[src/rtl/keypad_scanner_4x4.sv]
// 4x4 matrix keypad scanner: rotating active-low row drive, synchronized column
// sense, whole-scan accumulation and scan-level debounce producing a key code strobe.
module keypad_scanner_4x4 #(
  parameter int unsigned SCAN_DIV       = 16,
  parameter int unsigned DEBOUNCE_SCANS = 4
) (
  input  logic       clk,
  input  logic       reset,
  output logic [3:0] row,
  input  logic [3:0] col,
  output logic [3:0] key_value,
  output logic       key_valid,
  output logic       key_held
);

  // state     | meaning
  // IDLE      | no key accepted, waiting for a single-key scan
  // CAND      | same single key seen on cnt_q consecutive scans
  // PRESSED   | key accepted, key_held high
  // RELEASING | accepted key missing on cnt_q consecutive scans
  typedef enum logic [1:0] {IDLE, CAND, PRESSED, RELEASING} state_t;

  localparam int unsigned    DW         = $clog2(SCAN_DIV);
  localparam logic [DW-1:0]  DWELL_LAST = DW'(SCAN_DIV - 1);
  localparam logic [DW-1:0]  DWELL_ONE  = DW'(1);
  localparam logic [3:0]     DEB        = 4'(DEBOUNCE_SCANS);
  localparam bit             DEB_ONE    = (DEBOUNCE_SCANS == 1);

  logic [3:0]    col_meta_q, col_sync_q;
  logic [DW-1:0] dwell_q;
  logic [1:0]    row_idx_q;
  logic [1:0]    acc_n_q, acc_n_d;
  logic [3:0]    acc_code_q, acc_code_d;
  state_t        state_q;
  logic [3:0]    cand_q, cnt_q, key_value_q;
  logic          key_valid_q, key_held_q;

  logic [3:0] col_low;
  logic [2:0] row_ones;
  logic [1:0] row_col;
  logic       sample, scan_done, res_single;
  logic [1:0] m_n;
  logic [3:0] m_code;

  assign row = ~(4'b0001 << row_idx_q);

  // acc_n counts keys seen so far this scan, saturating at 2 (= multi)
  always_comb begin
    col_low  = ~col_sync_q;
    row_ones = 3'(col_low[0]) + 3'(col_low[1]) + 3'(col_low[2]) + 3'(col_low[3]);
    row_col  = 2'd0;
    for (int i = 0; i < 4; i++) begin
      if (col_low[i]) row_col = i[1:0];
    end
    m_n    = acc_n_q;
    m_code = acc_code_q;
    if (row_ones == 3'd1) begin
      m_n = (acc_n_q == 2'd0) ? 2'd1 : 2'd2;
      if (acc_n_q == 2'd0) m_code = {row_idx_q, row_col};
    end else if (row_ones != 3'd0) begin
      m_n = 2'd2;
    end
    sample     = (dwell_q == DWELL_LAST);
    scan_done  = sample && (row_idx_q == 2'd3);
    res_single = scan_done && (m_n == 2'd1);
    acc_n_d    = acc_n_q;
    acc_code_d = acc_code_q;
    if (sample) begin
      acc_n_d    = scan_done ? 2'd0 : m_n;
      acc_code_d = scan_done ? 4'd0 : m_code;
    end
  end

  always_ff @(posedge clk) begin
    if (!reset) begin
      col_meta_q <= 4'hF;
      col_sync_q <= 4'hF;
      dwell_q    <= '0;
      row_idx_q  <= 2'd0;
      acc_n_q    <= 2'd0;
      acc_code_q <= 4'd0;
    end else begin
      col_meta_q <= col;
      col_sync_q <= col_meta_q;
      acc_n_q    <= acc_n_d;
      acc_code_q <= acc_code_d;
      if (sample) begin
        dwell_q   <= '0;
        row_idx_q <= row_idx_q + 2'd1;
      end else begin
        dwell_q <= dwell_q + DWELL_ONE;
      end
    end
  end

  always_ff @(posedge clk) begin
    if (!reset) begin
      state_q     <= IDLE;
      cand_q      <= 4'd0;
      cnt_q       <= 4'd0;
      key_value_q <= 4'd0;
      key_valid_q <= 1'b0;
      key_held_q  <= 1'b0;
    end else begin
      key_valid_q <= 1'b0;
      if (scan_done) begin
        case (state_q)
          IDLE: begin
            if (res_single) begin
              if (DEB_ONE) begin
                state_q     <= PRESSED;
                key_value_q <= m_code;
                key_valid_q <= 1'b1;
                key_held_q  <= 1'b1;
                cnt_q       <= 4'd0;
              end else begin
                state_q <= CAND;
                cand_q  <= m_code;
                cnt_q   <= 4'd1;
              end
            end
          end
          CAND: begin
            if (res_single && (m_code == cand_q)) begin
              if (cnt_q + 4'd1 == DEB) begin
                state_q     <= PRESSED;
                key_value_q <= cand_q;
                key_valid_q <= 1'b1;
                key_held_q  <= 1'b1;
                cnt_q       <= 4'd0;
              end else begin
                cnt_q <= cnt_q + 4'd1;
              end
            end else if (res_single) begin
              cand_q <= m_code;
              cnt_q  <= 4'd1;
            end else begin
              state_q <= IDLE;
              cnt_q   <= 4'd0;
            end
          end
          PRESSED: begin
            if (!(res_single && (m_code == key_value_q))) begin
              if (DEB_ONE) begin
                state_q    <= IDLE;
                key_held_q <= 1'b0;
                cnt_q      <= 4'd0;
              end else begin
                state_q <= RELEASING;
                cnt_q   <= 4'd1;
              end
            end
          end
          RELEASING: begin
            if (res_single && (m_code == key_value_q)) begin
              state_q <= PRESSED;
              cnt_q   <= 4'd0;
            end else if (cnt_q + 4'd1 == DEB) begin
              state_q    <= IDLE;
              key_held_q <= 1'b0;
              cnt_q      <= 4'd0;
            end else begin
              cnt_q <= cnt_q + 4'd1;
            end
          end
          default: state_q <= IDLE;
        endcase
      end
    end
  end

  assign key_value = key_value_q;
  assign key_valid = key_valid_q;
  assign key_held  = key_held_q;

endmodule
[config.mk]
export PLATFORM = sky130hd
export DESIGN_NAME = keypad_scanner_4x4
export DESIGN_NICKNAME = d
export VERILOG_FILES = /design/src/rtl/keypad_scanner_4x4.sv
export SDC_FILE = /design/constraint.sdc
export NUM_CORES = 1
export LEC_CHECK = 0
export CORE_ASPECT_RATIO = 0.75
export CORE_MARGIN = 5
export CORE_UTILIZATION = 46
export DETAILED_ROUTE_END_ITERATION = 8
export PLACE_DENSITY = 0.66
export SYNTH_ARGS = -nofsm -noshare
export SYNTH_HDL_FRONTEND = slang
export SYNTH_SLANG_ARGS = --single-unit
export TNS_END_PERCENT = 100
[constraint.sdc]
create_clock -name clk -period 4.3 [get_ports clk]
set_input_delay 0.43 -clock clk [delete_from_list [all_inputs] [get_ports clk]]
set_output_delay 0.43 -clock clk [all_outputs]
set_load 0.02 [all_outputs]
; Word-level counts from Yosys, hierarchy flattened
; Cells that the tools add are included.
[word_totals]
reg_bits = 36
latchBits = 0
mem_bits_rw = 0
romBits = 0
inputBits = 6
out_inout_bits = 10
memories = 0
[op_classes]
n_addsub = 6
multipliers = 0
n_div = 0
order_cmp = 0
eq_ne = 20
n_shift = 1
muxes = 34
bitwise = 3
n_reduce_logical = 16
[ops]
columns = cell, count
row1 = 4-bit two-way mux, 10
row2 = 2-bit two-way mux, 13
row3 = 4-bit one-hot mux with 4 select lines, 1
row4 = 2-bit inequality test (second input constant), 7
row5 = 6-bit AND reduction, 2
row6 = 3-bit inequality test (second input constant), 3
row7 = 4-bit by 1-bit adder with 4-bit output (second input constant), 2
row8 = 4-bit == test, 2
row9 = 4-bit inverter, 2
row10 = 2-bit one-hot mux with 4 select lines, 1
row11 = 4-bit one-hot mux with 2 select lines, 1
row12 = 4-bit AND reduction, 2
row13 = 1-bit two-way mux, 7
row14 = 2-bit == test (second input constant), 3
row15 = 3-bit AND reduction, 2
row16 = 2-bit by 1-bit == test with 1-bit output (second input constant), 2
row17 = 4-bit by 3-bit == test with 1-bit output (second input constant), 1
row18 = 4-bit == test (second input constant), 1
row19 = 1-bit logical AND, 4
row20 = 2-bit logical NOT, 2
row21 = 2-bit nonzero test, 2
row22 = 1-bit by 2-bit left shift with 4-bit output (first input constant), 1
row23 = 2-bit by 1-bit adder with 3-bit output, 1
row24 = 3-bit by 1-bit adder with 3-bit output, 1
row25 = 7 further kinds, 7

; Longest topological paths before layout
; Gate-level depths: netlist of run 1.
[logic_depth]
ltp_word = 12
ltp_mapped = 12
depth_no_buf = 12

; Worst setup path before layout of run 1
; OpenSTA, ideal clock, no wires.
[synth_timing]
path_kind = flip-flop to flip-flop
startpoint = reg col_sync_q[0]
endpoint = reg cnt_q[2]
setup_ns = 0.059
arrival_time_ns = 3.237
path_slack_ns = 1.004
stages_incl_launch_ff = 13
path_buffers = 0
period_less_slack_ns = 3.296
path_cell_list = dfxtp_1 > fa_1 > inv_1 > ha_1 > ha_1 > or3_4 > nor2_2 > mux2i_2 > xnor2_1 > nor4_4 > a21oi_2 > o41ai_2 > a22o_1
[synth_via]
elab_chain_len = 12
word_cells_on_any_way = 21
classes_between = add/sub: 3 / eq/ne: 6 / mux: 6 / bitwise: 1 / reduce/logical: 5
[synth_lines]
columns = element, line_no
row1 = start: declaration, 29  ; logic [3:0] col_meta_q, col_sync_q;
row2 = start signal: assignment, 84  ; col_sync_q <= col_meta_q;
row3 = 4-bit inverter (*), 49  ; col_low = ~col_sync_q;
row4 = 1-bit by 1-bit adder with 2-bit output (*), 50  ; row_ones = 3'(col_low[0]) + 3'(col_low[1]) + 3'(col_low[2]) + 3'(col_low[3]);
row5 = 2-bit by 1-bit adder with 3-bit output (*), 50
row6 = 3-bit by 1-bit adder with 3-bit output (*), 50
row7 = 3-bit nonzero test, 60  ; end else if (row_ones != 3'd0) begin
row8 = 2-bit two-way mux, 60
row9 = 2-bit two-way mux, 57  ; if (row_ones == 3'd1) begin
row10 = 2-bit by 1-bit == test with 1-bit output, 65  ; res_single = scan_done && (m_n == 2'd1);
row11 = 1-bit logical AND, 65
row12 = 1-bit logical AND (on tied branches), "143, 155, 124"
row13 = "4-bit two-way mux, or another cell as far along", 155  ; if (res_single && (m_code == key_value_q)) begin
row14 = 4-bit one-hot mux with 4 select lines / 3-bit AND reduction (equally long branches), -
row15 = end signal: assignment, 132  ; cnt_q <= cnt_q + 4'd1;
row16 = end signal: assignment, 163  ; cnt_q <= cnt_q + 4'd1;
row17 = end: declaration, 35  ; logic [3:0] cand_q, cnt_q, key_value_q;
; Mark *: on every way between the ends. The rest lies on a longest branch, timed or not.
; A chain may end at the register's enable or synchronous reset.

; Worst setup path after layout of run 1
; Same ends and word-level chain as after synthesis.

==> results.json, run 1 <==
{
  "antenna_left": 0,
  "cts-root-buf": "clkbuf_8",
  "status": "finished clean",
  "chipWidth_um": 83.12,
  "synth-edff-count": 0,
  "power_density_mw_per_mm2": 309.2,
  "most-common-layout-cells": "dfxtp_1 (36), nor2_1 (23), nand2b_1 (15), clkdlybuf4s50_1 (15), nand2_1 (12)",
  "firstDrtPassIters": 4,
  "final_common_cell": "dfxtp_1",
  "cp_common_cell": "ha_1",
  "cts_tree": "yes",
  "routedWlPerCell_um": 13.52,
  "synthToLayoutAreaGrowth_pct": 16.89,
  "numPortBuffers": 15,
  "cts-resized-gates": 0,
  "peakVddDrop_mv": 0.2201,
  "maxCapViolCount": 0,
  "period_share_pct": 83.29,
  "slowest_stage": "fa_1",
  "power.internal_mw": 0.5108,
  "pwr-share-clk_pct": 38.8,
  "syn_area_mm2": 0.001844,
  "grt_max_degree": 19,
  "slew_viol_final": 0,
  "fin_cells": 271,
  "hold_buffers": 0,
  "final_nets": 235,
  "cts.sinks": 36,
  "core-area_mm2": 0.003756,
  "vias_per_cell": 5.328,
  "p_sw_share_pct": 23.37,
  "path_clk_slew_ps": 70,
  "seq_area_frac_synth_pct": 39.08,
  "start_kind": "register",
  "num_rows": 19,
  "drc": 0,
  "yosysWarnings": 0,
  "pwr-share-comb_pct": 9.9,
  "cp.required_ps": 4540,
  "slew_headroom_pct": 55.62,
  "drtIter0Drc": 104,
  "leakagePower_nw": 0.8840,
  "routed_wl_mm": 3.664,
  "finClkSkew_ps": 5.771,
  "p_total_mw": 0.6666,
  "synth_flop_cell": "dfxtp_1",
  "min_period_ps": 3581,
  "worstSetupEndpointType": "register",
  "hold_path_class": "reg -> reg",
  "antenna_found_initial": 0,
  "fmax_ghz": 0.2792,
  "synth_nets": 215,
  "ys_seq_elements": 36,
  "fin_tns_setup_ps": 0,
  "worst_pin_slew_ps": 663.3,
  "die_h_um": 64.84,
  "path_cells": "fa_1, inv_1, ha_1, ha_1, or3_4, nor2_2, mux2i_2, xnor2_1, nor4_4, a21oi_2, nor4_1, a22o_1",
  "rsz0062_at_grt": "no",
  "route.vias.total": 1444,
  "grt_remaining_overflow": 0,
  "finalSetupViolCount": 0,
  "die-area_mm2": 0.005389,
  "start_util_pct": 49.10,
  "drive_gt1_share_pct": 9.589,
  "post-cts-setup-buffers": 0,
  "grt_pass1_wl_mm": 6.251,
  "insertion_delay_ps": 290,
  "hold_viol_final": 0,
  "synthCells": 199,
  "cts_inserted_buffers": 5,
  "power.switching_mw": 0.1558,
  "netlist-cell-type-count": 48,
  "arrival_ps": 3820,
  "seqPwrFrac_pct": 51.3,
  "h-tree-depth": 2,
  "dp.cells": 264,
  "holdWs_ps": 407.0,
  "syn_area_per_cell_um2": 9.268,
  "grt_pass1_vias": 1290,
  "globalplace.congestion": 0.8547,
  "async_reset_ff_share_pct": 0,
  "critPathKind": "reg -> reg",
  "crit_fanout": 5,
  "num_io_pins": 16,
  "cpPeakStageDelay_ps": 520,
  "cts_buffer_depth": 2,
  "antenna_cells": 0,
  "grtUsageTotal_pct": 14.76,
  "hpwlAfterDp_mm": 2.815
}
## final timing paths
kind / slack (ps) / cells past startpoint / endpoint / startpoint
worst max-delay path: 720 / 12 / cnt_q[2] / col_sync_q[0]
worst min register to register: 410 / 1 / col_sync_q[0] / col_meta_q[0]
worst max register to register: 720 / 12 / cnt_q[2] / col_sync_q[0]
worst min-delay path: 410 / 1 / col_sync_q[0] / col_meta_q[0]
## worst max-delay path, delay by kind of cell (launching register included)
family	cells	cell delay, ps
AO/OA/AOI/OAI	2	340
flip-flops	1	320
multiplexers	1	340
AND/OR/NAND/NOR	4	1330
XOR/XNOR	1	160
buffers and inverters	1	40
adder cells (fa/ha/maj)	3	1020
## area by class of cell
| class | instances | area, µm² |
|---|---|---|
| fill | 346 | 1600 |
| sequential | 36 | 720.7 |
| multi-input combinational | 147 | 1064 |
| inverter | 12 | 45.04 |
| timing repair buffer | 17 | 165.2 |
| tap | 52 | 65.06 |
| clock buffer | 7 | 96.34 |
## synthesized netlist by cell type, types with 2 or more instances
master	n	share of area, %
o31ai_1	2	0.81
nor2_1	23	4.7
or3_1	2	0.68
nand2b_1	15	5.1
o22ai_1	2	0.68
dfxtp_1	36	39
and2_1	2	0.68
nand3_1	5	1.4
xor2_1	2	0.95
ha_1	9	6.1
o21ai_0	4	1.1
clkbuf_1	4	0.81
inv_1	11	2.2
a21oi_1	4	1.1
xnor2_1	7	3.3
nor3_1	5	1.4
a211oi_1	3	1.2
nor4_1	3	1.0
nor2b_1	5	1.7
and3_1	3	1.0
nand2_1	12	2.4
a22o_1	4	1.9
a21boi_1	3	1.2
mux2i_1	9	4.9
## metal layers
layer | vias to the layer above | wire [µm] | track usage (%)
met3 | 6 | 198 | 4.937
met4 | 0 | 53 | 6.735
li1 | 725 | - | -
met1 | 678 | 1945 | 20.40
met5 | - | 0 | 0
met2 | 35 | 1466 | 20.80
## cells by family after synthesis
group,after synthesis,synth area share (%)
simple gates,84,25.37
compound gates,34,15.20
xor+xnor,9,4.274
fa+ha+maj,10,7.191
flops,36,39.08
buf+inv,16,3.256
mux,10,5.631
## metrics by stage
| step | setup slack, ps | instance area [µm²] | util [%] |
|---|---|---|---|
| 6_report | 718.6 | 2156 | 57.40 |
| 3_3_place_gp | 849.6 | 2059 | 54.83 |
| 3_5_place_dp | 734.5 | 2059 | 54.83 |
| 5_1_grt | 510.6 | 2156 | 57.40 |
| 2_1_floorplan | 1004 | 1844 | - |
| 4_1_cts | 714.4 | 2156 | 57.40 |
## registers in the layout, summed over array words and instances (netlist names)
signal and flops:
col_meta_q 4, row_idx_q 2, col_sync_q 4, key_valid 1
key_held 1, acc_code_q 4, state_q 2, dwell_q 4
acc_n_q 2, key_value 4, cand_q 4, cnt_q 4
## power groups by stage
stage / Combinational, mW / Sequential, mW / Clock, mW
2_1_floorplan: 0.0497 / 0.349 / 0
3_3_place_gp: 0.0643 / 0.350 / 0
3_5_place_dp: 0.0664 / 0.350 / 0
4_1_cts: 0.0666 / 0.342 / 0.265
5_1_grt: 0.0730 / 0.342 / 0.281
6_report: 0.0662 / 0.342 / 0.258
Power figures use the tool's default switching activity.
==> run 2, diff against run 1 <==
Settings changed: PLACE_DENSITY 0.66 to 0.68.
Clock period 4.3 ns to 3.1 ns, I/O delays scaled along.
==> results.json, run 2 (synthesized netlist as in run 1, its figures left out) <==
{
  "status": "finished, violations left",
  "violations": "setup timing",
  "drc": 0,
  "p_total_mw": 1.042,
  "die_h_um": 64.84,
  "antenna_cells": 0,
  "fin_area_mm2": 0.002582,
  "num_io_pins": 16,
  "route.vias.total": 1618,
  "path_clk_slew_ps": 70,
  "hpwlAfterDp_mm": 3.209,
  "min_period_ps": 3265,
  "start_util_pct": 49.10,
  "final_nets": 259,
  "leakagePower_nw": 1.048,
  "fmax_ghz": 0.3062,
  "critPathKind": "reg -> reg",
  "cpPeakStageDelay_ps": 530,
  "rsz0062_at_grt": "yes",
  "power_density_mw_per_mm2": 403.3,
  "drive_gt1_share_pct": 29.51,
  "pwr-share-comb_pct": 15.0,
  "power.internal_mw": 0.7889,
  "cp.required_ps": 3290,
  "dp.cells": 280,
  "period_share_pct": 105.3,
  "drtIter0Drc": 147,
  "num_rows": 19,
  "numPortBuffers": 15,
  "p_sw_share_pct": 24.26,
  "synthToLayoutAreaGrowth_pct": 40.03,
  "worstSetupEndpointType": "register",
  "vias_per_cell": 5.466,
  "routed_wl_mm": 4.648,
  "die-area_mm2": 0.005389,
  "antenna_left": 0,
  "core-area_mm2": 0.003756,
  "antenna_found_initial": 0,
  "path_cells": "fa_1, inv_1, ha_2, ha_4, or3_4, buf_6, o22ai_4, nand2_2, a2111oi_4, buf_4, a21boi_4, a21oi_4, o41ai_2, a22o_1",
  "top_layer": "met4",
  "pwr-share-clk_pct": 39.4,
  "cts_buffer_depth": 2,
  "cpLargestDelayFamily": "compound AO/OA/AOI/OAI gates",
  "seqPwrFrac_pct": 45.6,
  "grtUsageTotal_pct": 17.54,
  "cts.sinks": 36,
  "start_kind": "register",
  "wl_met1_mm": 1.890,
  "slowest_stage": "fa_1",
  "fin_cells": 296,
  "grt_pass1_vias": 1620,
  "hold_buffers": 0,
  "cts_tree": "yes",
  "worst_pin_slew_ps": 582.8,
  "worst-path-buf-inv": 3,
  "grt_remaining_overflow": 0,
  "routedWlPerCell_um": 15.70,
  "power.switching_mw": 0.2527,
  "crit_fanout": 4,
  "arrival_ps": 3450,
  "hold_path_class": "reg -> reg",
  "hold_viol_final": 0,
  "peakVddDrop_mv": 0.3399,
  "slew_viol_final": 0,
  "slew_headroom_pct": 60.85,
  "grt_max_degree": 20,
  "finalSetupViolCount": 13,
  "maxCapViolCount": 0,
  "insertion_delay_ps": 300,
  "h-tree-depth": 2,
  "wl_met3_um": 376,
  "route.met2.wl_mm": 2.282,
  "cts-root-buf": "clkbuf_8",
  "globalplace.congestion": 0.8745,
  "cts_inserted_buffers": 5,
  "finClkSkew_ps": 15.53,
  "dpl_cell_area_mm2": 0.002200,
  "grt_pass1_wl_mm": 7.527,
  "chipWidth_um": 83.12,
  "final_common_cell": "dfxtp_1",
  "timing.final.ws_setup_ps": -165.4,
  "firstDrtPassIters": 4,
  "most-common-layout-cells": "dfxtp_1 (35), nor2_1 (21), buf_4 (20)"
}
[run 2: metal layers]
metal | vias up | track usage (%)
met3 | 13 | 4.304
met1 | 763 | 21.25
met5 | - | 0
met4 | 0 | 5.714
li1 | 781 | -
met2 | 61 | 30.90
[run 2: repair_timing]
item                                    4_1_cts  5_1_grt
endpoints found under the setup margin       14       14
endpoints found under the hold margin         0        0
gates resized for setup                      17       22
setup buffers                                 4        4
pin swaps                                     7        8
[run 2: stage by stage]
stage	hold slack [ps]	util, %	TNS [ps]	worst slack [ps]
2_1_floorplan	383.0	-	-118.2	-21.75
3_3_place_gp	393.1	58.56	-1453	-165.3
3_5_place_dp	396.1	58.56	-2198	-238.5
4_1_cts	412.7	65.02	-1352	-153.3
5_1_grt	432.8	68.75	-2959	-285.5
6_report	406.4	68.75	-1105	-165.4
[run 2: power groups by stage]
stage	registers, mW	logic [mW]	clock network [mW]
after floorplan	0.484	0.0734	0
after global placement	0.485	0.114	0
after detailed placement	0.485	0.117	0
after CTS	0.475	0.137	0.419
after global routing	0.476	0.167	0.439
final	0.475	0.156	0.411
[run 2: final cells by class]
| class | instances | area [µm²] |
|---|---|---|
| Clock buffer | 5 | 68.82 |
| Clock inverter | 3 | 42.54 |
| Fill cell | 292 | 1174 |
| Inverter | 12 | 45.04 |
| Multi-Input combinational cell | 147 | 1271 |
| Sequential cell | 36 | 721.9 |
| Tap cell | 52 | 65.06 |
| Timing Repair Buffer | 41 | 367.9 |
[run 2: path summary, 6_finish.rpt]
check	from	end	slack, ps	depth (start not counted)
worst max register to register	col_sync_q[0]	cnt_q[2]	-170	14
worst min-delay path	col_meta_q[1]	col_sync_q[1]	410	1
worst min register to register	col_meta_q[1]	col_sync_q[1]	410	1
worst max-delay path	col_sync_q[0]	cnt_q[2]	-170	14
==> run 3, diff against run 2 <==
Settings changed: HOLD_SLACK_MARGIN set to 0.08.
==> results of run 3 <==
Same layout as run 2: the final DEF is identical, and so are final timing and power.
